$ cat src/rtl/conv_out_pkg.sv
// Shared types and sizing helpers for the output FIFO scheduler.
package conv_out_pkg;

  typedef enum logic [1:0] {
    IDLE  = 2'd0,
    RUN   = 2'd1,
    FLUSH = 2'd2,
    DONE  = 2'd3
  } state_t;

  localparam int FRAME_W       = 16;
  localparam int DEPTH_DEFAULT = 1024;

  // Occupancy must represent 0..depth inclusive, hence one extra bit.
  function automatic int occ_width(input int depth);
    return $clog2(depth) + 1;
  endfunction

  localparam int OCC_W = occ_width(DEPTH_DEFAULT);

endpackage

$ cat src/rtl/output_fifo_sched_if.sv
// Pixel-in / packed-word-out handshake bundle of the output FIFO scheduler.
// master = the scheduler, slave = the conv core / readout side.
interface output_fifo_sched_if #(
  parameter int W    = 8,
  parameter int PACK = 4
);
  logic [W-1:0]      pix_data;
  logic              pix_valid;
  logic              pix_ready;
  logic [PACK*W-1:0] word_data;
  logic              word_valid;
  logic              word_ready;
  logic              word_last;

  modport master (
    input  pix_data, pix_valid, word_ready,
    output pix_ready, word_data, word_valid, word_last
  );

  modport slave (
    output pix_data, pix_valid, word_ready,
    input  pix_ready, word_data, word_valid, word_last
  );
endinterface

$ cat src/rtl/out_word_packer.sv
// Collects FIFO read data into PACK lanes and hands complete words to a
// valid/ready word register. A completed assembly is merged straight into
// the word register when it is free; otherwise it is parked and asm_full
// tells the scheduler to stop issuing reads.
module out_word_packer #(
  parameter int W    = 8,
  parameter int PACK = 4
) (
  input  logic              clk,
  input  logic              rst,
  input  logic              cap_vld,
  input  logic [W-1:0]      cap_data,
  input  logic              cap_last,
  input  logic              word_ready,
  output logic [PACK*W-1:0] word_data,
  output logic              word_valid,
  output logic              word_last,
  output logic              asm_full
);

  localparam int LW = (PACK > 1) ? $clog2(PACK) : 1;
  localparam int CW = LW + 1;
  localparam logic [LW-1:0] LANE_LAST = LW'(PACK - 1);

  logic [W-1:0]      lane_q [PACK];
  logic [LW-1:0]     lane_idx;
  logic [CW-1:0]     asm_cnt;
  logic [CW-1:0]     src_cnt;
  logic              asm_pend;
  logic              asm_last;
  logic              word_free;
  logic              complete;
  logic              ld_word;
  logic              ld_last;
  logic [PACK*W-1:0] asm_word;

  assign asm_full = asm_pend;

  // Build the candidate word: filled lanes (including a pixel arriving now), unused lanes zero.
  always_comb begin
    word_free = !word_valid || word_ready;
    complete  = cap_vld && ((lane_idx == LANE_LAST) || cap_last);
    ld_word   = (complete || asm_pend) && word_free;
    ld_last   = asm_pend ? asm_last : cap_last;
    src_cnt   = asm_pend ? asm_cnt : (CW'(lane_idx) + 1'b1);
    asm_word  = '0;
    for (int i = 0; i < PACK; i++) begin
      if (CW'(i) < src_cnt) begin
        if (cap_vld && (lane_idx == LW'(i))) asm_word[i*W +: W] = cap_data;
        else                                 asm_word[i*W +: W] = lane_q[i];
      end
    end
  end

  // Lane storage; stale lanes are masked by the fill count, so no reset needed.
  always_ff @(posedge clk) begin
    if (cap_vld) lane_q[lane_idx] <= cap_data;
  end

  // Lane pointer and parked-assembly bookkeeping.
  always_ff @(posedge clk) begin
    if (rst) begin
      lane_idx <= '0;
      asm_pend <= 1'b0;
      asm_last <= 1'b0;
      asm_cnt  <= '0;
    end else begin
      if (asm_pend && word_free) asm_pend <= 1'b0;
      if (cap_vld) begin
        if (complete) begin
          lane_idx <= '0;
          if (!word_free) begin
            asm_pend <= 1'b1;
            asm_last <= cap_last;
            asm_cnt  <= CW'(lane_idx) + 1'b1;
          end
        end else begin
          lane_idx <= lane_idx + 1'b1;
        end
      end
    end
  end

  // Output word register: held stable until the consumer accepts it.
  always_ff @(posedge clk) begin
    if (rst) begin
      word_valid <= 1'b0;
      word_last  <= 1'b0;
      word_data  <= '0;
    end else if (ld_word) begin
      word_valid <= 1'b1;
      word_last  <= ld_last;
      word_data  <= asm_word;
    end else if (word_ready) begin
      word_valid <= 1'b0;
      word_last  <= 1'b0;
    end
  end

endmodule

$ cat src/rtl/output_fifo_sched.sv
// Time-shares the single-op-per-cycle output FIFO between the conv pixel
// stream (writes) and the readout packer (reads), frames the stream by a
// pixel count and cross-checks the FIFO empty flag against occupancy.
module output_fifo_sched
  import conv_out_pkg::*;
#(
  parameter int W            = 8,
  parameter int DEPTH        = DEPTH_DEFAULT,
  parameter int PACK         = 4,
  parameter int MAX_WR_BURST = 16
) (
  input  logic               clk,
  input  logic               rst,
  input  logic               start,
  input  logic [FRAME_W-1:0] frame_len,
  output_fifo_sched_if.master bus,
  output logic [W-1:0]       fifo_wr_data,
  output logic               fifo_wr_en,
  output logic               fifo_rd_en,
  input  logic [W-1:0]       fifo_rd_data,
  input  logic               fifo_empty,
  output logic               busy,
  output logic               done,
  output logic               sync_err
);

  localparam int OW = (DEPTH == DEPTH_DEFAULT) ? OCC_W : occ_width(DEPTH);
  localparam int BW = $clog2(MAX_WR_BURST + 1);
  localparam logic [OW-1:0] OCC_FULL  = OW'(DEPTH);
  localparam logic [BW-1:0] BURST_MAX = BW'(MAX_WR_BURST);

  state_t             state, state_nx;
  logic [FRAME_W-1:0] len_q;
  logic [FRAME_W-1:0] wc;
  logic [FRAME_W-1:0] ri;
  logic [FRAME_W-1:0] rc;
  logic [OW-1:0]      occ;
  logic [BW-1:0]      burst;
  logic               rd_vld_p1;
  logic               op_p1;
  logic               sync_err_q;
  logic               asm_full;
  logic               run;
  logic               wr_ok;
  logic               rd_pend;
  logic               rd_req;
  logic               rd_grant;
  logic               pix_rdy;
  logic               wr_fire;
  logic               cap_last;
  logic               final_hs;

  function automatic logic [BW-1:0] burst_sat_inc(input logic [BW-1:0] b);
    return (b >= BURST_MAX) ? b : b + 1'b1;
  endfunction

  // Arbitration: a write wins unless the write burst limit is hit while a read waits.
  // The burst window treats a read in flight as still pending so the period is burst+1.
  always_comb begin
    wr_ok    = run && (wc < len_q) && (occ < OCC_FULL);
    rd_pend  = run && (occ != '0) && (ri < len_q) && !asm_full;
    rd_req   = rd_pend && !rd_vld_p1;
    rd_grant = rd_req && (!(wr_ok && bus.pix_valid) || (burst >= BURST_MAX));
    pix_rdy  = wr_ok && !rd_grant;
    wr_fire  = bus.pix_valid && pix_rdy;
    cap_last = (rc == (len_q - 1'b1));
    final_hs = bus.word_valid && bus.word_ready && bus.word_last;
  end

  assign bus.pix_ready = pix_rdy;
  assign fifo_wr_en    = wr_fire;
  assign fifo_wr_data  = bus.pix_data;
  assign fifo_rd_en    = rd_grant;
  assign sync_err      = sync_err_q;

  // FSM state register.
  always_ff @(posedge clk) begin
    if (rst) state <= IDLE;
    else     state <= state_nx;
  end

  // FSM next-state logic; start only acts from IDLE.
  always_comb begin
    state_nx = state;
    case (state)
      IDLE:  if (start) state_nx = RUN;
      RUN: begin
        if (final_hs)           state_nx = DONE;
        else if (rc == len_q)   state_nx = FLUSH;
      end
      FLUSH: if (final_hs) state_nx = DONE;
      DONE:  state_nx = IDLE;
      default: state_nx = IDLE;
    endcase
  end

  // FSM outputs.
  always_comb begin
    run  = (state == RUN);
    busy = (state != IDLE);
    done = (state == DONE);
  end

  // Frame length latch and write / read-issue / read-capture counters.
  always_ff @(posedge clk) begin
    if (rst) begin
      len_q <= '0;
      wc    <= '0;
      ri    <= '0;
      rc    <= '0;
    end else if ((state == IDLE) && start) begin
      len_q <= (frame_len == '0) ? FRAME_W'(1) : frame_len;
      wc    <= '0;
      ri    <= '0;
      rc    <= '0;
    end else begin
      if (wr_fire)   wc <= wc + 1'b1;
      if (rd_grant)  ri <= ri + 1'b1;
      if (rd_vld_p1) rc <= rc + 1'b1;
    end
  end

  // FIFO occupancy; write and read are mutually exclusive by construction.
  always_ff @(posedge clk) begin
    if (rst) begin
      occ <= '0;
    end else begin
      case ({wr_fire, rd_grant})
        2'b10:   occ <= occ + 1'b1;
        2'b01:   occ <= occ - 1'b1;
        default: occ <= occ;
      endcase
    end
  end

  // Consecutive-write counter while a read is waiting.
  always_ff @(posedge clk) begin
    if (rst)                        burst <= '0;
    else if (rd_grant || !rd_pend)  burst <= '0;
    else if (wr_fire)               burst <= burst_sat_inc(burst);
  end

  // ---- stage p1: FIFO read data returns one cycle after fifo_rd_en ----
  // Read-in-flight flag and previous-cycle activity for the empty-flag check.
  always_ff @(posedge clk) begin
    if (rst) begin
      rd_vld_p1 <= 1'b0;
      op_p1     <= 1'b0;
    end else begin
      rd_vld_p1 <= rd_grant;
      op_p1     <= wr_fire || rd_grant;
    end
  end

  // Sticky flag: FIFO empty disagrees with occupancy in a settled cycle.
  always_ff @(posedge clk) begin
    if (rst)
      sync_err_q <= 1'b0;
    else if (!op_p1 && (fifo_empty != (occ == '0)))
      sync_err_q <= 1'b1;
  end

  out_word_packer #(
    .W    (W),
    .PACK (PACK)
  ) u_packer (
    .clk        (clk),
    .rst        (rst),
    .cap_vld    (rd_vld_p1),
    .cap_data   (fifo_rd_data),
    .cap_last   (cap_last),
    .word_ready (bus.word_ready),
    .word_data  (bus.word_data),
    .word_valid (bus.word_valid),
    .word_last  (bus.word_last),
    .asm_full   (asm_full)
  );

endmodule

$ cat src/flat_wrapper.sv
// flat-port wrapper written by rule: the top's interface ports become plain ports
module output_fifo_sched_flat import conv_out_pkg::*;
#(
  parameter int W            = 8,
  parameter int DEPTH        = DEPTH_DEFAULT,
  parameter int PACK         = 4,
  parameter int MAX_WR_BURST = 16
)
  (clk, rst, start, frame_len, fifo_wr_data, fifo_wr_en, fifo_rd_en, fifo_rd_data, fifo_empty, busy, done, sync_err, bus_pix_data, bus_pix_valid, bus_word_ready, bus_pix_ready, bus_word_data, bus_word_valid, bus_word_last);
  output_fifo_sched_if #(.W(W), .PACK(PACK)) bus_i ();
  input  logic clk;
  input  logic rst;
  input  logic start;
  input  logic [FRAME_W-1:0] frame_len;
  output logic [W-1:0] fifo_wr_data;
  output logic fifo_wr_en;
  output logic fifo_rd_en;
  input  logic [W-1:0] fifo_rd_data;
  input  logic fifo_empty;
  output logic busy;
  output logic done;
  output logic sync_err;
  input wire logic [$bits(bus_i.pix_data)-1:0] bus_pix_data;
  input wire logic [$bits(bus_i.pix_valid)-1:0] bus_pix_valid;
  input wire logic [$bits(bus_i.word_ready)-1:0] bus_word_ready;
  output wire logic [$bits(bus_i.pix_ready)-1:0] bus_pix_ready;
  output wire logic [$bits(bus_i.word_data)-1:0] bus_word_data;
  output wire logic [$bits(bus_i.word_valid)-1:0] bus_word_valid;
  output wire logic [$bits(bus_i.word_last)-1:0] bus_word_last;
  assign bus_i.pix_data = bus_pix_data;
  assign bus_i.pix_valid = bus_pix_valid;
  assign bus_i.word_ready = bus_word_ready;
  assign bus_pix_ready = bus_i.pix_ready;
  assign bus_word_data = bus_i.word_data;
  assign bus_word_valid = bus_i.word_valid;
  assign bus_word_last = bus_i.word_last;
  output_fifo_sched #(.W(W), .DEPTH(DEPTH), .PACK(PACK), .MAX_WR_BURST(MAX_WR_BURST)) u_core (.clk(clk), .rst(rst), .start(start), .frame_len(frame_len), .bus(bus_i), .fifo_wr_data(fifo_wr_data), .fifo_wr_en(fifo_wr_en), .fifo_rd_en(fifo_rd_en), .fifo_rd_data(fifo_rd_data), .fifo_empty(fifo_empty), .busy(busy), .done(done), .sync_err(sync_err));
endmodule
$ cat config.mk
export PLATFORM = sky130hd
export DESIGN_NAME = output_fifo_sched_flat
export DESIGN_NICKNAME = d
export VERILOG_FILES = /design/src/rtl/conv_out_pkg.sv /design/src/rtl/output_fifo_sched_if.sv /design/src/rtl/out_word_packer.sv /design/src/rtl/output_fifo_sched.sv /design/src/flat_wrapper.sv
export SDC_FILE = /design/constraint.sdc
export NUM_CORES = 1
export LEC_CHECK = 0
export ABC_AREA = 1
export CAP_MARGIN = 15
export CELL_PAD_IN_SITES_DETAIL_PLACEMENT = 1
export CELL_PAD_IN_SITES_GLOBAL_PLACEMENT = 2
export CORE_MARGIN = 2
export CORE_UTILIZATION = 33
export CTS_CLUSTER_SIZE = 8
export DETAILED_ROUTE_END_ITERATION = 10
export GPL_ROUTABILITY_DRIVEN = 0
export HOLD_SLACK_MARGIN = 0.12
export PLACE_DENSITY_LB_ADDON = 0.1
export SLEW_MARGIN = 0
export SYNTH_ARGS = -nofsm -noshare
export SYNTH_HDL_FRONTEND = slang
export SYNTH_SLANG_ARGS = --single-unit
$ cat constraint.sdc
create_clock -name clk -period 4.8 [get_ports clk]
set_clock_uncertainty 0.1 [all_clocks]
set_input_delay 0.96 -clock clk [delete_from_list [all_inputs] [get_ports clk]]
set_output_delay 0.96 -clock clk [all_outputs]
set_load 0.05 [all_outputs]
==> impl_metrics.json <==
{
  "grt_pass1_wl_um": 45000,
  "viasPerCell": 4.82,
  "slew_violations": 0,
  "path_cells": "inv_1 -> ha_1 -> a21oi_1 -> nor2_1 -> nor3_1 -> nand2_1 -> nand2_1 -> nand2_1 -> nand2_1 -> nand3_2 -> nand2_2 -> buf_4 -> nand2_1 -> inv_1 -> buf_12",
  "clockBufferDepth": 2,
  "fin_tns_setup_ns": 0,
  "critPathMaxStageDelay_ns": 0.38,
  "hold_path_class": "reg -> reg",
  "postCtsSetupBuffers": 0,
  "num_rows": 61,
  "syn_nets": 1373,
  "wirelength_um": 27600,
  "dieArea_um2": 29200,
  "worstPathRequired_ns": 3.74,
  "max_cap_viol_count": 0,
  "status": "complete, no violations",
  "die_x_um": 171,
  "path_clk_slew_ns": 0.07,
  "synth_edf_count": 32,
  "gr-usage-all-layers": 0.197,
  "fp.coreArea_um2": 27600,
  "drt-initial-drc-count": 333,
  "critical_path_class": "reg -> out",
  "start_util": 0.333,
  "cp_slowest_cell": "dfxtp_1",
  "layout_commonest_cell": "nand2_1",
  "die_h_um": 171,
  "final.period_utilization": 0.857,
  "gr-total-overflow": 0,
  "async_reset_ff_frac": 0,
  "numCtsBuffers": 17,
  "ant_nets": 0,
  "fin_ws_ns": 0.688,
  "synth_seq_cells": 158,
  "insertion_delay_ns": 0.43,
  "antenna_found_initial": 0,
  "cts_tree": "done",
  "netlist_instances": 1278,
  "first_pass_iters": 4,
  "ir_worst_vdd_mv": 0.236,
  "placedCellCount": 1688,
  "setup_viol": 0,
  "maxSlewHeadroom": 0.505,
  "ios": 86,
  "pre_cts_slack_ns": 0.584,
  "ys_warn_count": 0,
  "rsz0062_at_grt": "false",
  "power_density_nw_per_um2": 404,
  "cts_root_buf": "clkbuf_16",
  "drc": 0,
  "syn_area_um2": 9180,
  "synth_ff_type": "dfxtp_1",
  "instances_no_fill": 1720,
  "most-common-layout-cells": "292 x nand2_1, 155 x inv_1, 143 x nor2_1",
  "grt_max_degree": 46,
  "p_leak_nw": 4.51,
  "hold_violations": 0,
  "nets": 1424,
  "synth_area_per_cell_um2": 7.19,
  "wl_per_cell_um": 16.0,
  "cts_max_level": 4,
  "yosysUniqueCellTypes": 45,
  "seq_area_frac_synth": 0.379,
  "clock_sinks": 158,
  "cp.arrival_ns": 3.05,
  "drive_gt1_frac": 0.0544,
  "numPortBuffers": 69,
  "critical_path.most_common_cell": "nand2_1",
  "startpoint_type": "flip-flop",
  "cts_resized": 0,
  "diodes": 0,
  "syn_to_final_growth_pct": 17.8,
  "grt_pass1_vias": 8503,
  "crit_fanout": 31,
  "dpl.hpwl_um": 20700,
  "crit_path_end_kind": "output pin",
  "vias": 8292,
  "period_minus_slack_ns": 4.11,
  "holdBufCountCts": 0,
  "worstMarginPinSlew_ns": 0.736,
  "clock.fmax_ghz": 0.243
}
==> cells by family (layout without fill, tap and decap cells) <==
logic type / count (synthesis) / in the layout / synth area share
buf+inv: 211 / 275 / 0.0936
compound gates: 204 / 204 / 0.118
xor+xnor: 53 / 53 / 0.0506
fa+ha+maj: 57 / 57 / 0.0785
simple gates: 595 / 595 / 0.280
flops: 158 / 158 / 0.379
==> stage by stage <==
step | instance area, µm² | util | power (mW) | hold slack, ns
after floorplan | 9180 | - | 2.55 | 0.324
final | 10800 | 0.393 | 4.37 | 0.353
after CTS | 10800 | 0.393 | 4.43 | 0.358
after detailed placement | 10200 | 0.371 | 2.99 | 0.347
after global routing | 10800 | 0.393 | 4.68 | 0.374
after global placement | 10200 | 0.371 | 2.97 | 0.337
==> synthesized netlist by cell type (2+ instances only) <==
library cell  number  share of area
ha_1              56          0.076
or2_2              3         0.0020
o211ai_1           8         0.0065
a21oi_1          108          0.059
nor2_4             2         0.0025
clkbuf_1          23         0.0094
xor2_1            32          0.031
nand2_2            4         0.0027
a211oi_1           2         0.0016
nand3b_1           3         0.0025
nor4_1             6         0.0041
o31ai_1            2         0.0016
edfxtp_1          32           0.10
buf_2              9         0.0049
inv_2              5         0.0020
buf_4             13          0.011
o21a_1             2         0.0016
o21ai_0           72          0.039
nand3_1           75          0.041
nor3_1            19          0.010
nand3_2            3         0.0033
inv_1            155          0.063
nand2_4            2         0.0025
nand2_1          292           0.12
buf_1              3         0.0012
nand4_1           33          0.022
xnor2_1           21          0.020
or2_1              2         0.0014
o21ai_1            2         0.0011
nor2_1           143          0.058
clkinv_1           2        0.00082
nor2_2             4         0.0027
dfxtp_1          126           0.27
nor3b_1            3         0.0025
==> per-layer routing <==
metal / global-route usage / vias up / wire length [µm]
li1: - / 4258 / -
met1: 0.276 / 3944 / 14000
met2: 0.324 / 71 / 12700
met3: 0.0261 / 19 / 653
met4: 0.0416 / 0 / 248
met5: 0 / - / 0
==> path summary, 6_finish.rpt <==
kind                                           startpoint                                       to  slack (ns)  cells after the start
setup reg to reg             u_core.len_q[6]$_SDFFE_PP0P_               u_core.occ[7]$_SDFFE_PP0P_        0.75                     20
hold reg to reg   u_core.u_packer.asm_cnt[1]$_SDFFE_PP0P_  u_core.u_packer.asm_cnt[1]$_SDFFE_PP0P_        0.35                      2
setup / recovery             u_core.len_q[5]$_SDFFE_PP0P_                            bus_pix_ready        0.69                     15
hold / removal    u_core.u_packer.asm_cnt[1]$_SDFFE_PP0P_  u_core.u_packer.asm_cnt[1]$_SDFFE_PP0P_        0.35                      2
==> flip-flops by register name, summed over array words and instances, names as in the netlist, 3 cells and up <==
register / flops
u_core.burst: 5
u_core.occ: 11
u_core.ri: 16
u_core.len_q: 16
u_core.u_packer.lane_q: 32
u_core.u_packer.asm_cnt: 3
u_core.rc: 16
u_core.u_packer.word_data: 32
u_core.wc: 16
==> power by group <==
group / total [mW] / switching (mW) / internal, mW
Clock: 1.42 / 0.656 / 0.767
Combinational: 1.41 / 0.951 / 0.464
Sequential: 1.53 / 0.0906 / 1.44
Total: 4.37 / 1.70 / 2.67
==> layout make-up <==
| type | instances | area [µm²] |
|---|---|---|
| Fill cell | 3458 | 16700 |
| Multi-Input combinational cell | 909 | 4840 |
| Sequential cell | 158 | 3480 |
| Timing Repair Buffer | 81 | 811 |
| Inverter | 162 | 608 |
| Tap cell | 378 | 473 |
| Clock buffer | 18 | 450 |
| Clock inverter | 14 | 155 |
==> worst max-delay path: cells and delay by family (launching register included) <==
family | cells | cell delay [ns]
AO/OA/AOI/OAI | 1 | 0.16
AND/OR/NAND/NOR | 9 | 0.99
buffers and inverters | 4 | 0.76
flip-flops | 1 | 0.38
adder cells (fa/ha/maj) | 1 | 0.32
No activity file was read; power rests on OpenSTA's default activity.
